==> config.mk <==
export PLATFORM = sky130hd
export DESIGN_NAME = seg_pipe_adder_flat
export DESIGN_NICKNAME = d
export VERILOG_FILES = /design/src/rtl/seg_pipe_adder_if.sv /design/src/rtl/seg_pipe_adder.sv /design/src/flat_wrapper.sv
export SDC_FILE = /design/constraint.sdc
export NUM_CORES = 1
export LEC_CHECK = 0
export CAP_MARGIN = 5
export CORE_ASPECT_RATIO = 1.5
export CORE_MARGIN = 2
export CORE_UTILIZATION = 40
export DETAILED_ROUTE_END_ITERATION = 16
export SLEW_MARGIN = 0
export SYNTH_ARGS = -nofsm -noshare
export SYNTH_HDL_FRONTEND = slang
export SYNTH_SLANG_ARGS = --single-unit
==> constraint.sdc <==
create_clock -name clk -period 1.6 [get_ports clk]
set_input_delay 0.24 -clock clk [delete_from_list [all_inputs] [get_ports clk]]
set_output_delay 0.24 -clock clk [all_outputs]
set_load 0.01 [all_outputs]
==> src/rtl/seg_pipe_adder_if.sv <==
// Operand/result handshake bundle for seg_pipe_adder.
// The producer/consumer side uses master; the adder uses slave.
interface seg_pipe_adder_if #(
    parameter int WIDTH = 8
);
    logic             in_valid;
    logic             in_ready;
    logic [WIDTH-1:0] a;
    logic [WIDTH-1:0] b;
    logic             ci;
    logic             sub;
    logic             out_valid;
    logic             out_ready;
    logic [WIDTH-1:0] sum;
    logic             co;
    logic             ovf;

    modport master (
        output in_valid, a, b, ci, sub, out_ready,
        input  in_ready, out_valid, sum, co, ovf
    );

    modport slave (
        input  in_valid, a, b, ci, sub, out_ready,
        output in_ready, out_valid, sum, co, ovf
    );
endinterface

==> src/rtl/seg_pipe_adder.sv <==
// Elastic add/subtract pipeline: the carry chain is cut into STAGES segments
// of SEG bits, and each register stage resolves one segment.
module seg_pipe_adder #(
    parameter int WIDTH  = 8,
    parameter int STAGES = 4
) (
    input  logic           clk,
    input  logic           rst,
    seg_pipe_adder_if.slave bus
);
    localparam int SEG = WIDTH / STAGES;
    // Stage k carries WIDTH-k*SEG not-yet-added operand bits and k*SEG result bits;
    // all stages are packed back to back into flat vectors.
    localparam int OPW   = (STAGES - 1) * WIDTH - (SEG * (STAGES - 1) * STAGES) / 2;
    localparam int OPW_D = (OPW > 0) ? OPW : 1;
    localparam int SMW   = (SEG * STAGES * (STAGES + 1)) / 2;

    logic [STAGES:1] v_q, v_d;
    logic [STAGES:1] c_q, c_d;
    logic [STAGES:1] rdy;
    logic [SMW-1:0]  sum_q, sum_d;
    logic [OPW_D-1:0] a_q, a_d;
    logic [OPW_D-1:0] b_q, b_d;
    logic            ovf_q, ovf_d;

    logic [WIDTH-1:0] bp;
    logic             c0;

    assign bp = bus.sub ? ~bus.b : bus.b;
    assign c0 = bus.sub ? ~bus.ci : bus.ci;

    // Ready ripples back from the consumer so a full pipe still advances.
    always_comb begin
        logic chain;
        // NOTE: blocking assignments in combinational logic, and every output gets a default first so no latch is inferred.
        rdy   = '0;
        chain = bus.out_ready;
        for (int k = STAGES; k >= 1; k--) begin
            chain  = ~v_q[k] | chain;
            rdy[k] = chain;
        end
    end

    if (OPW == 0) begin : g_no_ops
        assign a_d = '0;
        assign b_d = '0;
    end

    for (genvar g = 0; g < STAGES; g++) begin : g_stage
        localparam int K    = g + 1;
        localparam int LO   = g * SEG;
        localparam int UW   = WIDTH - K * SEG;
        localparam int SOFF = (SEG * g * K) / 2;
        localparam int OOFF = g * WIDTH - (SEG * g * K) / 2;

        logic [SEG-1:0]    seg_a, seg_b, seg_s;
        logic              cin, cout, vin, load;
        logic [LO+SEG-1:0] new_sum;

        if (g == 0) begin : g_first
            assign seg_a   = bus.a[SEG-1:0];
            assign seg_b   = bp[SEG-1:0];
            assign cin     = c0;
            assign vin     = bus.in_valid;
            assign new_sum = seg_s;
            if (UW > 0) begin : g_up
                assign a_d[OOFF +: UW] = load ? bus.a[WIDTH-1:SEG] : a_q[OOFF +: UW];
                assign b_d[OOFF +: UW] = load ? bp[WIDTH-1:SEG]    : b_q[OOFF +: UW];
            end
        end else begin : g_next
            localparam int POOFF = (g - 1) * WIDTH - (SEG * (g - 1) * g) / 2;
            localparam int PSOFF = (SEG * (g - 1) * g) / 2;
            assign seg_a   = a_q[POOFF +: SEG];
            assign seg_b   = b_q[POOFF +: SEG];
            assign cin     = c_q[g];
            assign vin     = v_q[g];
            assign new_sum = {seg_s, sum_q[PSOFF +: LO]};
            if (UW > 0) begin : g_up
                assign a_d[OOFF +: UW] = load ? a_q[POOFF+SEG +: UW] : a_q[OOFF +: UW];
                assign b_d[OOFF +: UW] = load ? b_q[POOFF+SEG +: UW] : b_q[OOFF +: UW];
            end
        end

        assign {cout, seg_s} = {1'b0, seg_a} + {1'b0, seg_b} + {{SEG{1'b0}}, cin};

        // Data only moves with a valid beat, so the outputs hold their last result.
        assign load                   = rdy[K] & vin;
        assign v_d[K]                 = rdy[K] ? vin : v_q[K];
        assign c_d[K]                 = load ? cout : c_q[K];
        assign sum_d[SOFF +: LO+SEG]  = load ? new_sum : sum_q[SOFF +: LO+SEG];

        if (K == STAGES) begin : g_last
            assign ovf_d = load ? ((seg_a[SEG-1] == seg_b[SEG-1]) && (seg_s[SEG-1] != seg_a[SEG-1]))
                                : ovf_q;
        end
    end

    // NOTE: the datapath registers are reset too, because sum/co/ovf must read 0 out of reset.
    always_ff @(posedge clk or posedge rst) begin
        if (rst) begin
            v_q   <= '0;
            c_q   <= '0;
            sum_q <= '0;
            a_q   <= '0;
            b_q   <= '0;
            ovf_q <= 1'b0;
        end else begin
            // NOTE: non-blocking assignments so every register samples pre-edge values.
            v_q   <= v_d;
            c_q   <= c_d;
            sum_q <= sum_d;
            a_q   <= a_d;
            b_q   <= b_d;
            ovf_q <= ovf_d;
        end
    end

    assign bus.in_ready  = rdy[1];
    assign bus.out_valid = v_q[STAGES];
    assign bus.sum       = sum_q[SMW-1 -: WIDTH];
    assign bus.co        = c_q[STAGES];
    assign bus.ovf       = ovf_q;
endmodule

==> src/flat_wrapper.sv <==
// flat-port wrapper written by rule: the top's interface ports become plain ports
module seg_pipe_adder_flat 
#(
    parameter int WIDTH  = 8,
    parameter int STAGES = 4
)
  (clk, rst, bus_in_valid, bus_a, bus_b, bus_ci, bus_sub, bus_out_ready, bus_in_ready, bus_out_valid, bus_sum, bus_co, bus_ovf);
  seg_pipe_adder_if #(.WIDTH(WIDTH)) bus_i ();
  input  logic clk;
  input  logic rst;
  input wire logic [$bits(bus_i.in_valid)-1:0] bus_in_valid;
  input wire logic [$bits(bus_i.a)-1:0] bus_a;
  input wire logic [$bits(bus_i.b)-1:0] bus_b;
  input wire logic [$bits(bus_i.ci)-1:0] bus_ci;
  input wire logic [$bits(bus_i.sub)-1:0] bus_sub;
  input wire logic [$bits(bus_i.out_ready)-1:0] bus_out_ready;
  output wire logic [$bits(bus_i.in_ready)-1:0] bus_in_ready;
  output wire logic [$bits(bus_i.out_valid)-1:0] bus_out_valid;
  output wire logic [$bits(bus_i.sum)-1:0] bus_sum;
  output wire logic [$bits(bus_i.co)-1:0] bus_co;
  output wire logic [$bits(bus_i.ovf)-1:0] bus_ovf;
  assign bus_i.in_valid = bus_in_valid;
  assign bus_i.a = bus_a;
  assign bus_i.b = bus_b;
  assign bus_i.ci = bus_ci;
  assign bus_i.sub = bus_sub;
  assign bus_i.out_ready = bus_out_ready;
  assign bus_in_ready = bus_i.in_ready;
  assign bus_out_valid = bus_i.out_valid;
  assign bus_sum = bus_i.sum;
  assign bus_co = bus_i.co;
  assign bus_ovf = bus_i.ovf;
  seg_pipe_adder #(.WIDTH(WIDTH), .STAGES(STAGES)) u_core (.clk(clk), .rst(rst), .bus(bus_i));
endmodule
* After elaboration in Yosys (flattened, before gate mapping) *
Cells that the tools add are included.

storage, ports and cells
  logic and storage cells = 46
  output and inout port bits = 12
  input port bits = 22
  register bits = 53

cells by class
  equality and inequality tests = 2
  $add $sub $neg = 8
  muxes and demuxes = 2
  bitwise gates (word level) = 14
  reductions and logical operators = 1

operators with widths
  operator               count
  adder 2 x 2 -> 3 bit   4
  adder 3 x 1 -> 3 bit   4
  2-to-1 mux 8 bit       1
  inverter 8 bit         1
  inverter 1 bit         5
  bitwise AND 1 bit      4
  bitwise OR 1 bit       4
  == test 1 bit          1
  logical AND 1 bit      1
  2-to-1 mux 1 bit       1
  inequality test 1 bit  1

* Depth between registers and ports, before layout *
  depth in word-level cells = 6
  gate-level depth with buffers = 6
  gate-level depth less buffers = 6

* Least setup slack after synthesis *
Ideal clock, no wire load.

  path type = input port to flip-flop
  from = input bus_sub
  to = register u_core.sum_q[1]
  buffers on the path = 1
  data arrival time = 1.680 ns
  required time = 1.475 ns
  cell stages on the path = 6
  setup slack = -0.205 ns
  setup time = 0.125 ns
  path through = buf_2 > xnor2_1 > fa_1 > inv_1 > fa_1 > mux2_4

on the way
  word-level cells in the longest chain between the ends = 3
  elaborated cells between the ends (all ways) = 4
  those cells by class = add/sub: 2; mux: 2

ends and longest elaborated chain
  item                              RTL line               text
  start: declaration                flat_wrapper.sv:15     input wire logic [$bits(bus_i.sub)-1:0] bus_sub;
  2-to-1 mux 8 bit                  seg_pipe_adder.sv:29   assign bp = bus.sub ? ~bus.b : bus.b;
  adder 2 x 2 -> 3 bit              seg_pipe_adder.sv:84   assign {cout, seg_s} = {1'b0, seg_a} + {1'b0, seg_b} + {{SEG{1'b0}}, cin};
  adder 3 x 1 -> 3 bit *            seg_pipe_adder.sv:84
  via u_core.g_stage[0].new_sum[1]  seg_pipe_adder.sv:58   logic [LO+SEG-1:0] new_sum;
  end signal: assignment            seg_pipe_adder.sv:111  sum_q <= sum_d;
  end: declaration                  seg_pipe_adder.sv:21   logic [SMW-1:0] sum_q, sum_d;

Mark *: on every way through the listed nets, which the timed path passes. The rest lies on a longest branch.
A chain may end at the register's enable or synchronous reset.

* Final worst setup path *
  from = register u_core.b_q[10]
  to = register u_core.ovf_q, in the netlist u_core.bus.ovf

on the way
  word-level cells in the longest chain between the ends = 4

ends and longest elaborated chain
  item                      RTL line               text
  start: declaration        seg_pipe_adder.sv:23   logic [OPW_D-1:0] b_q, b_d;
  start signal: assignment  seg_pipe_adder.sv:105  b_q <= '0;
  start signal: assignment  seg_pipe_adder.sv:113  b_q <= b_d;
  adder 2 x 2 -> 3 bit      seg_pipe_adder.sv:84
  adder 3 x 1 -> 3 bit      seg_pipe_adder.sv:84
  inequality test 1 bit     seg_pipe_adder.sv:93   assign ovf_d = load ? ((seg_a[SEG-1] == seg_b[SEG-1]) && (seg_s[SEG-1] != seg_a[SEG-1]))
  logical AND 1 bit         seg_pipe_adder.sv:93
  end signal: assignment    seg_pipe_adder.sv:114  ovf_q <= ovf_d;
  end: declaration          seg_pipe_adder.sv:24   logic ovf_q, ovf_d;

Every way passes these cells.

==> out/qor.yml <==
run_status:
  status: "complete, but fails checks"
  violations: "setup timing"
min_path:
  hp-class: "input pin to asynchronous set/reset pin"
detailed_routing:
  top_layer: "met4"
  first_iter_violations: 21
  wl_per_cell_um: 12.9
  ant_nets: 0
  firstDrtPassIters: 2
  avgViaCountPerCell: 4.74
  wl_met1_um: 1660
  via_count: 1454
  routed_wl_um: 3950
  wl_met3_um: 128
  met2_length_um: 2100
  drc: 0
clock_tree:
  cts.sinks: 53
  numCtsBuffers: 5
  clk_latency_ns: 0.30
  cts_buffer_depth: 2
  clockRootBuffer: "clkbuf_8"
  cts_max_level: 2
  tritoncts: "yes"
  path_clk_slew_ns: 0.09
sta:
  relSlewSlack: 0.815
  hold_viol: 0
  fmax_mhz: 579
  period_needed_ns: 1.73
  setup_slack_ns: -0.126
  worstMarginPinSlew_ns: 0.277
  drv_slew: 0
  rsz0062_at_grt: "yes"
  hold_slack_ns: 0.305
  setup_viol: 2
  finalCritPeriodShare: 1.08
  fin_skew_ns: 0.00800
critical_path:
  critical_path_class: "flop to flop"
  startpoint_type: "flop"
  setup.worst_path.start: "u_core.b_q[10]"
  arrival_ns: 1.95
  cp_max_fo: 2
  rr_worst_depth: 6
  cp-endpoint: "u_core.bus.ovf"
  reg2reg_from: "u_core.b_q[10]"
  worst_setup_path_end_kind: "flop"
  r2r-end: "u_core.bus.ovf"
  rrSetupSlack_ns: -0.13
  cp.required_ns: 1.82
layout:
  final_cell_mix: "53 x dfrtp_1, 27 x clkdlybuf4s50_1, 20 x mux2_2, 17 x buf_4"
  final_common_cell: "dfrtp_1"
  final_cell_area_mm2: 0.00306
  diodes: 0
  final_cells: 307
  nNetsFinal: 265
  register_area_mm2: 0.00133
  area_growth_pct: 27.9
  drive_above_1_share: 0.298
  nFillCells: 545
  multi_input_area_um2: 970
placed_design:
  portBuffers: 33
  placed_area_mm2: 0.00293
  dp_cells: 298
  place_congestion: 0.716
  hpwl_um: 2940
synthesis:
  syn-instance-count: 182
  syn_nets: 213
  synthesis.area_mm2: 0.00239
  synth_cell_types: 29
  synth_seq_cells: 53
  ys_warn_count: 0
  ys_seq_area_frac: 0.554
  syn_area_per_cell_um2: 13.2
power_and_ir_drop:
  power_density_mw_per_mm2: 1420
  switching_share: 0.294
  p_leak_nw: 1.40
  combPwrFrac: 0.355
  pwr-share-seq: 0.461
  intPower_mw: 3.07
  vdd_drop_max_mv: 0.599
  clkPwrFrac: 0.184
  switchingPower_mw: 1.27
floorplan:
  start_util: 0.414
  die_x_um: 67.2
  row_count: 34
  die_area_mm2: 0.00663
  die_y_um: 98.7
  ios: 34
  core_mm2: 0.00579
global_route:
  grt_max_degree: 54
  grt_pass1_vias: 1467
  track_usage: 0.137
  grt_pass1_wl_um: 6870
  grt-ovfl-total: 0
  antenna_found_initial: 0
run:
  max-cap-violations: 0
==> how the worst min path moves through the flow <==
stage	start	to	slack [ns]	cells past startpoint
global route	rst	u_core.sum_q[19]	0.32	3
CTS	rst	u_core.sum_q[19]	0.31	3
floorplan	bus_in_valid	u_core.v_q[1]	0.35	1
finish	rst	u_core.sum_q[19]	0.31	3
global placement	u_core.bus.ovf	u_core.bus.ovf	0.48	1
detailed placement	u_core.bus.ovf	u_core.bus.ovf	0.48	1
==> kinds of logic (layout without fill, tap and decap cells) <==
kind of cell | count (synthesis) | after routing | share of synthesized area
AOI/OAI and AO/OA | 28 | 28 | 0.0659
xor gates and xnor gates | 10 | 10 | 0.0366
adders and majority gates | 9 | 9 | 0.0721
buffers and inverters | 28 | 81 | 0.0554
DFF | 53 | 53 | 0.554
muxes | 31 | 31 | 0.155
and+or+nand+nor | 23 | 23 | 0.0612
==> worst max-delay path, stage by stage, from the launching register on <==
cell and delay, ns:
dfrtp_1 0.35, inv_2 0.05, fa_2 0.37, fa_1 0.52
xnor2_1 0.12, nand3_1 0.09, o2bb2ai_1 0.14
==> layout make-up <==
cell class | count | area share
Clock buffer | 7 | 0.0315
Clock inverter | 1 | 0.00164
Inverter | 21 | 0.0258
Multi-Input combinational cell | 101 | 0.317
Sequential cell | 53 | 0.433
Tap cell | 72 | 0.0294
Timing Repair Buffer | 52 | 0.161
==> layer usage <==
| layer | vias up | track usage |
|---|---|---|
| met5 | - | 0 |
| met4 | 0 | 0.0471 |
| met3 | 6 | 0.0308 |
| met2 | 27 | 0.226 |
| met1 | 713 | 0.176 |
| li1 | 708 | - |
==> per-stage QoR <==
step | util | worst slack (ns) | TNS (ns) | power, mW
floorplan | - | -0.0845 | -0.152 | 2.88
detailed placement | 0.507 | -0.589 | -4.53 | 3.53
CTS | 0.525 | -0.141 | -0.223 | 4.37
finish | 0.529 | -0.126 | -0.129 | 4.34
global route | 0.529 | -0.200 | -0.261 | 4.69
global placement | 0.507 | -0.537 | -3.88 | 3.48
==> power by group through the flow <==
stage | sequential [mW] | combinational [mW] | clock, mW
after global placement | 2.02 | 1.46 | 0
after detailed placement | 2.03 | 1.50 | 0
after CTS | 2.01 | 1.52 | 0.836
after floorplan | 2.03 | 0.846 | 0
final | 2.00 | 1.54 | 0.798
after global routing | 2.06 | 1.73 | 0.894
==> synth_stat cells, drive strengths merged <==
library cell,count,area (µm²)
o2bb2ai,1,8.76
o21ai,17,96.4
and2,1,6.26
a31oi,2,12.5
xor2,5,43.8
inv,21,78.8
buf,4,41.3
nand3b,1,11.3
mux2,27,330
ha,1,12.5
clkbuf,3,12.5
nand4b,1,23.8
nand2,5,21.3
nand2b,4,25.0
a21oi,8,40.0
mux2i,4,40.0
and4b,1,10.0
nand3,9,45.0
xnor2,5,43.8
dfrtp,53,1330
fa,8,160
nor2,1,3.75
==> state kept, by name, indices dropped and copies added (netlist names) <==
signal	count
u_core.a_q	12
u_core.b_q	12
u_core.bus.ovf	1
u_core.c_q	4
u_core.sum_q	20
u_core.v_q	4
==> what timing repair did <==
item,in CTS,in global routing
buffers inserted,1,0
gates resized for setup,6,8
hold buffers,0,0
setup endpoints to repair,5,5
pin swaps,6,3
Note: power is estimated with default switching activity, not from simulation.
